--- src/rtl/fdivsqrt_intpreproc_pkg.sv ---
// Shared types for the integer-divide preprocessing front end.
package fdivsqrt_intpreproc_pkg;

    // Sequencer states: capture -> sign strip -> normalize -> hand off.
    typedef enum logic [1:0] {
        IDLE  = 2'd0,
        ABS   = 2'd1,
        LZC   = 2'd2,
        ISSUE = 2'd3
    } intpreproc_state_t;

    // Number of bits needed to hold a leading-zero count of 0..w.
    function automatic int lzc_width(input int w);
        return $clog2(w + 1);
    endfunction

endpackage

--- src/rtl/fdivsqrt_intpreproc_lzc.sv ---
// Leading-zero counter; an all-zero input reports WIDTH.
module fdivsqrt_intpreproc_lzc
    import fdivsqrt_intpreproc_pkg::*;
#(
    parameter int WIDTH = 64
) (
    input  logic [WIDTH-1:0]              num,
    output logic [lzc_width(WIDTH)-1:0]   zp
);

    localparam int CW = lzc_width(WIDTH);

    // Scan upward so the highest set bit has the final say.
    always_comb begin
        zp = CW'(WIDTH);
        for (int i = 0; i < WIDTH; i++) begin
            if (num[i]) zp = CW'(WIDTH - 1 - i);
        end
    end

endmodule

--- src/rtl/fdivsqrt_intpreproc.sv ---
// Integer-divide front end: word adjust, sign strip, normalization and
// iteration-count computation ahead of the digit-recurrence core.
module fdivsqrt_intpreproc
    import fdivsqrt_intpreproc_pkg::*;
#(
    parameter int XLEN    = 64,
    parameter int DIVb    = 64,
    parameter int DIVBLEN = 7,
    parameter int LOGR    = 1
) (
    input  logic                clk,
    input  logic                reset,
    input  logic                Flush,
    input  logic                StartValid,
    output logic                StartReady,
    input  logic [XLEN-1:0]     A,
    input  logic [XLEN-1:0]     B,
    input  logic                Signed,
    input  logic                RemOp,
    input  logic                W64,
    output logic                PreValid,
    input  logic                PreReady,
    output logic [DIVb+3:0]     X,
    output logic [DIVb+3:0]     D,
    output logic [DIVBLEN-1:0]  IntNormShift,
    output logic [DIVBLEN-1:0]  CycleCount,
    output logic                As,
    output logic                Bs,
    output logic                BZero,
    output logic                ALTB,
    output logic                Special,
    output logic [XLEN-1:0]     AOut,
    output logic                RemOpOut,
    output logic                W64Out
);

    localparam int LW   = lzc_width(XLEN);
    localparam int PADW = DIVb + 1 - XLEN;

    intpreproc_state_t state, state_next;

    logic [XLEN-1:0]    a_w, b_w;
    logic [XLEN-1:0]    a_p0, b_p0;
    logic               signed_p0;
    logic [XLEN-1:0]    a_abs_p1, b_abs_p1;
    logic [LW-1:0]      ma_lz, mb_lz;
    logic [DIVBLEN-1:0] ma, mb, diff;
    logic               bzero_c, altb_c, special_c;
    logic [DIVBLEN-1:0] ins_c, cyc_c;
    logic [DIVBLEN:0]   cyc_wide;
    logic [XLEN-1:0]    a_norm, b_norm;

    // Two's-complement magnitude; the most negative value maps onto its
    // unsigned magnitude 2^(XLEN-1) because the result is read unsigned.
    function automatic logic [XLEN-1:0] magnitude(input logic [XLEN-1:0] v,
                                                  input logic neg);
        return neg ? (~v + XLEN'(1)) : v;
    endfunction

    assign StartReady = (state == IDLE);
    assign PreValid   = (state == ISSUE);

    // Word ops replace each operand by its low half, extended per signedness.
    if (XLEN > 32) begin : g_word
        assign a_w = W64 ? {{(XLEN-32){Signed & A[31]}}, A[31:0]} : A;
        assign b_w = W64 ? {{(XLEN-32){Signed & B[31]}}, B[31:0]} : B;
    end else begin : g_noword
        assign a_w = A;
        assign b_w = B;
    end

    // State register.
    always_ff @(posedge clk or posedge reset) begin
        if (reset) state <= IDLE;
        else       state <= state_next;
    end

    // Next-state logic; flush overrides everything and blocks new starts.
    always_comb begin
        state_next = state;
        if (Flush) begin
            state_next = IDLE;
        end else begin
            case (state)
                IDLE:    if (StartValid) state_next = ABS;
                ABS:     state_next = LZC;
                LZC:     state_next = ISSUE;
                ISSUE:   if (PreReady) state_next = IDLE;
                default: state_next = IDLE;
            endcase
        end
    end

    // ---- stage p0: operand capture in IDLE ----
    // Latch word-adjusted operands and op controls on an accepted start.
    always_ff @(posedge clk or posedge reset) begin
        if (reset) begin
            a_p0      <= '0;
            b_p0      <= '0;
            signed_p0 <= 1'b0;
            AOut      <= '0;
            RemOpOut  <= 1'b0;
            W64Out    <= 1'b0;
        end else if (state == IDLE && StartValid && !Flush) begin
            a_p0      <= a_w;
            b_p0      <= b_w;
            signed_p0 <= Signed;
            AOut      <= a_w;
            RemOpOut  <= RemOp;
            W64Out    <= W64;
        end
    end

    // ---- stage p1: sign strip in ABS ----
    // Record operand signs and register unsigned magnitudes.
    always_ff @(posedge clk or posedge reset) begin
        if (reset) begin
            As       <= 1'b0;
            Bs       <= 1'b0;
            a_abs_p1 <= '0;
            b_abs_p1 <= '0;
        end else if (state == ABS) begin
            As       <= signed_p0 & a_p0[XLEN-1];
            Bs       <= signed_p0 & b_p0[XLEN-1];
            a_abs_p1 <= magnitude(a_p0, signed_p0 & a_p0[XLEN-1]);
            b_abs_p1 <= magnitude(b_p0, signed_p0 & b_p0[XLEN-1]);
        end
    end

    // ---- stage p2: normalization in LZC ----
    fdivsqrt_intpreproc_lzc #(.WIDTH(XLEN)) u_lzc_a (
        .num (a_abs_p1),
        .zp  (ma_lz)
    );

    fdivsqrt_intpreproc_lzc #(.WIDTH(XLEN)) u_lzc_b (
        .num (b_abs_p1),
        .zp  (mb_lz)
    );

    // Special-case detection, shift and iteration count from the two counts.
    always_comb begin
        ma        = DIVBLEN'(ma_lz);
        mb        = DIVBLEN'(mb_lz);
        bzero_c   = (b_abs_p1 == '0);
        altb_c    = ~bzero_c & (ma > mb);
        special_c = bzero_c | altb_c;
        diff      = mb - ma;
        a_norm    = a_abs_p1 << ma_lz;
        b_norm    = b_abs_p1 << mb_lz;
        // Quotient has diff+1 integer bits plus one guard step; round up to
        // whole iterations of LOGR bits each.
        cyc_wide  = ({1'b0, diff} + (DIVBLEN+1)'(LOGR + 1)) / (DIVBLEN+1)'(LOGR);
        ins_c     = DIVBLEN'(DIVb) - diff;
        cyc_c     = cyc_wide[DIVBLEN-1:0];
        if (special_c) begin
            ins_c = '0;
            cyc_c = '0;
        end
    end

    // Register the normalized operands and sideband for the core.
    always_ff @(posedge clk or posedge reset) begin
        if (reset) begin
            X            <= '0;
            D            <= '0;
            IntNormShift <= '0;
            CycleCount   <= '0;
            BZero        <= 1'b0;
            ALTB         <= 1'b0;
            Special      <= 1'b0;
        end else if (state == LZC) begin
            X            <= {3'b000, a_norm, {PADW{1'b0}}};
            D            <= {3'b000, b_norm, {PADW{1'b0}}};
            IntNormShift <= ins_c;
            CycleCount   <= cyc_c;
            BZero        <= bzero_c;
            ALTB         <= altb_c;
            Special      <= special_c;
        end
    end

endmodule
--- config.mk ---
export PLATFORM = sky130hd
export DESIGN_NAME = fdivsqrt_intpreproc
export DESIGN_NICKNAME = d
export VERILOG_FILES = /design/src/rtl/fdivsqrt_intpreproc_pkg.sv /design/src/rtl/fdivsqrt_intpreproc_lzc.sv /design/src/rtl/fdivsqrt_intpreproc.sv
export SDC_FILE = /design/constraint.sdc
export NUM_CORES = 2
export LEC_CHECK = 0
export ABC_CLOCK_PERIOD_IN_PS = 28000
export BUFFER_PORTS_ARGS = -buffer_cell sky130_fd_sc_hd__buf_2
export CAP_MARGIN = 15
export CORE_MARGIN = 3
export CORE_UTILIZATION = 45
export DETAILED_ROUTE_END_ITERATION = 6
export GPL_TIMING_DRIVEN = 0
export PLACE_DENSITY = 0.71
export SYNTH_ARGS = -nofsm -noshare
export SYNTH_HDL_FRONTEND = slang
export SYNTH_SLANG_ARGS = --single-unit
--- constraint.sdc ---
create_clock -name clk -period 28 [get_ports clk]
set_input_delay 5.6 -clock clk [delete_from_list [all_inputs] [get_ports clk]]
set_output_delay 5.6 -clock clk [all_outputs]
set_load 0.02 [all_outputs]
==> results by group <==
Status
  – Status: finished clean

Floorplanning
  – Die Y: 254 µm
  – Core area: 60700 µm²
  – Starting Density: 0.457
  – Die width: approximately 250 µm
  – Std cell rows: 90
  – Total die area: ~65000 µm²
  – I/O pin count: between 300 and 400

Placed design
  – Pre-CTS setup slack: roughly 21000 ps
  – Detailed placer's ending HPWL: about 84000 µm
  – Placed instance area: between 30000 and 40000 µm²
  – IO buf count: about 350
  – RePlAce Congestion: between 1 and 1.5

Timing
  – RSZ-0062 raised after global routing: false
  – Worst setup margin: 20900 ps
  – Final Cycle Share: 0.254
  – Worst hold margin: approximately 480 ps
  – Max Slew Vio Count: 0
  – Final min period: 7100 ps
  – Tightest Pin Transition: 985 ps
  – Maximum clock frequency: ~140 MHz
  – Setup-failing EPs final: 0
  – Final TNS setup: 0 ps
  – Final Hold Fails: 0
  – Slew headroom: 0.341
  – Worst clock skew: between 15 and 20 ps

Global routing
  – Largest net degree at the start of global routing: 128
  – Vias in the first global route: about 27000
  – Initial antenna violation count: 2
  – Global-route wire length before repair: around 160000 µm
  – Total GRT Usage: 0.327
  – Total gr overflow: 0

Worst setup path
  – WS Path Type: reg -> out
  – Worst reg2reg setup slack: 22570 ps
  – Startpoint types: flip-flop
  – Critical Path AT: about 1500 ps
  – Worst Setup End Kind: output pin
  – Worst-path maximum fanout: 3
  – Critical path required time: 22400 ps

Clocking
  – # clock sinks: between 400 and 500
  – Root Driver: clkbuf_16
  – Hold-fix buffers at CTS: 0
  – Cts bufs inserted: 45
  – CTS tree: done
  – Clock-pin slew on the worst setup and hold paths: around 60 ps
  – Clk_lat worst skew: ~600 ps
  – Post_cts resized: 0
  – Htree depth: 2
  – Post CTS Setup Buffer Count: 0
  – CTS Buffer Depth: 3

Layout
  – Final net count: between 3000 and 4000
  – Syn-to-layout area delta: 15.9%
  – Fraction of layout cells with a size suffix above 1: 0.154
  – Filler Cell Count: 5758
  – Final Instance Area: 32200 µm²
  – Commonest non-fill, non-tap cell in the layout: nand2_1
  – Most frequent cells in the layout: nand2_1 (485), dfrtp_1 (407), buf_2 (383), nor2_1 (334), a21oi_1 (305)

Flow run
  – Max cap viols: 0

Synthesis
  – Adder-Cell Fraction of Synth Area: 0.00794
  – Yosys reg bits: 407
  – Post-synth EDFFs: 0
  – Synth top area share: 0.367
  – Synth Warn #: 0
  – Asr flop ratio synth: 1.00
  – Seq/Total Area, Yosys: 0.367
  – Largest family of logic cells by synthesized area: compound AO/OA/AOI/OAI gates
  – Post-Synth XOR/XNOR Area: 0.0429
  – Post-synth top flop: dfrtp_1
  – Compound-cell area share of the yosys netlist: 0.220
  – Synth Area in Simple Gates: 0.171
  – Netlist cell types: 96
  – Yosys top cell by area: dfrtp_1
  – Post-Syn Instances: between 3000 and 4000
  – Syn Std Cell Area: around 28000 µm²
  – Synth top area cells: dfrtp_1 (37%), mux2i_1 (11%), nand2_1 (6.6%)
  – Mean Syn Cell Area: about 8.4 µm²
  – Post-synthesis mux area share: 0.134

Hold path
  – Worst hold path class: reg -> reg

Detailed routing
  – Drt wl/cell: ~24 µm
  – Drt drc: 0
  – Drt pass-1 iters: 7
  – Final WL: between 100000 and 150000 µm
  – Drt via density: approximately 6.2
  – Antenna-violating nets left: 0
  – Total number of vias: 28200
  – Initial DRC count: roughly 3000
through the flow:
stage	utilization	cells
detailed placement	0.504	4446
finish	0.530	4529
CTS	0.530	4527
floorplan	-	3311
global placement	0.502	4442
global route	0.530	4529
area by class of cell:
| cell class | instances | area [µm²] | share of cell area |
|---|---|---|---|
| antenna | 2 | 5.00 | 0.000156 |
| buffer | 245 | 1090 | 0.0340 |
| clock buffer | 57 | 1250 | 0.0389 |
| clock inverter | 24 | 309 | 0.00961 |
| inverter | 129 | 493 | 0.0153 |
| multi-input combinational | 2530 | 16000 | 0.498 |
| sequential | 407 | 10200 | 0.317 |
| tap | 782 | 978 | 0.0304 |
| timing repair buffer | 353 | 1840 | 0.0572 |
state kept, by name, summed over array words and instances, names as in the netlist:
| signal | count |
|---|---|
| CycleCount | 6 |
| D | 64 |
| Special | 1 |
| b_p0 | 64 |
| BZero | 1 |
| ALTB | 1 |
| Bs | 1 |
| state | 2 |
| signed_p0 | 1 |
| a_p0 | 64 |
| RemOpOut | 1 |
| X | 64 |
| b_abs_p1 | 64 |
| W64Out | 1 |
| As | 1 |
| a_abs_p1 | 64 |
| IntNormShift | 7 |
worst paths after layout:
kind / cells past startpoint / endpoint / start
hold reg to reg: 1 / D[64]$_DFFE_PP0N_ / D[64]$_DFFE_PP0N_
setup reg to reg: 17 / CycleCount[3]$_DFFE_PP0N_ / a_abs_p1[1]$_DFFE_PP0N_
setup / recovery: 3 / StartReady / state[0]$_DFFE_PP0P_
min in group asynchronous: 2 / D[6]$_DFFE_PP0N_ / reset
max in group asynchronous: 3 / X[1]$_DFFE_PP0N_ / reset
hold / removal: 1 / D[64]$_DFFE_PP0N_ / D[64]$_DFFE_PP0N_
metal layers:
metal | track usage | part of all wire | vias to the layer above
met1 | 0.484 | 0.45 | 13600
met2 | 0.477 | 0.42 | 1585
met3 | 0.0550 | 0.093 | 257
met5 | 0 | 0 | -
met4 | 0.125 | 0.040 | 0
li1 | - | - | 12700
critical path, stage by stage (launching register included):
cell and delay (ps):
dfrtp_1 400, inv_1 130, ha_1 210, buf_2 180
cells in the mapped netlist, types with 58 or more instances:
cell	number
o21ai_0	137
xor2_1	58
nand2_1	485
dfrtp_1	407
nor3_1	64
nor2_1	334
o311ai_0	66
xnor2_1	78
inv_1	123
a21oi_1	305
clkbuf_1	165
nand3_1	64
mux2i_1	302
cells by family (layout without fill, tap and decap cells):
group,Yosys count,count (layout)
buffers and inverters,374,808
AOI/OAI and AO/OA,910,910
DFF,407,407
adders and majority gates,17,17
xor gates and xnor gates,136,136
and+or+nand+nor,1106,1106
muxes,353,353
other,1,10
Power is not shown: default switching activity piles up to over one toggle a cycle in this logic, so the estimate is an artifact.
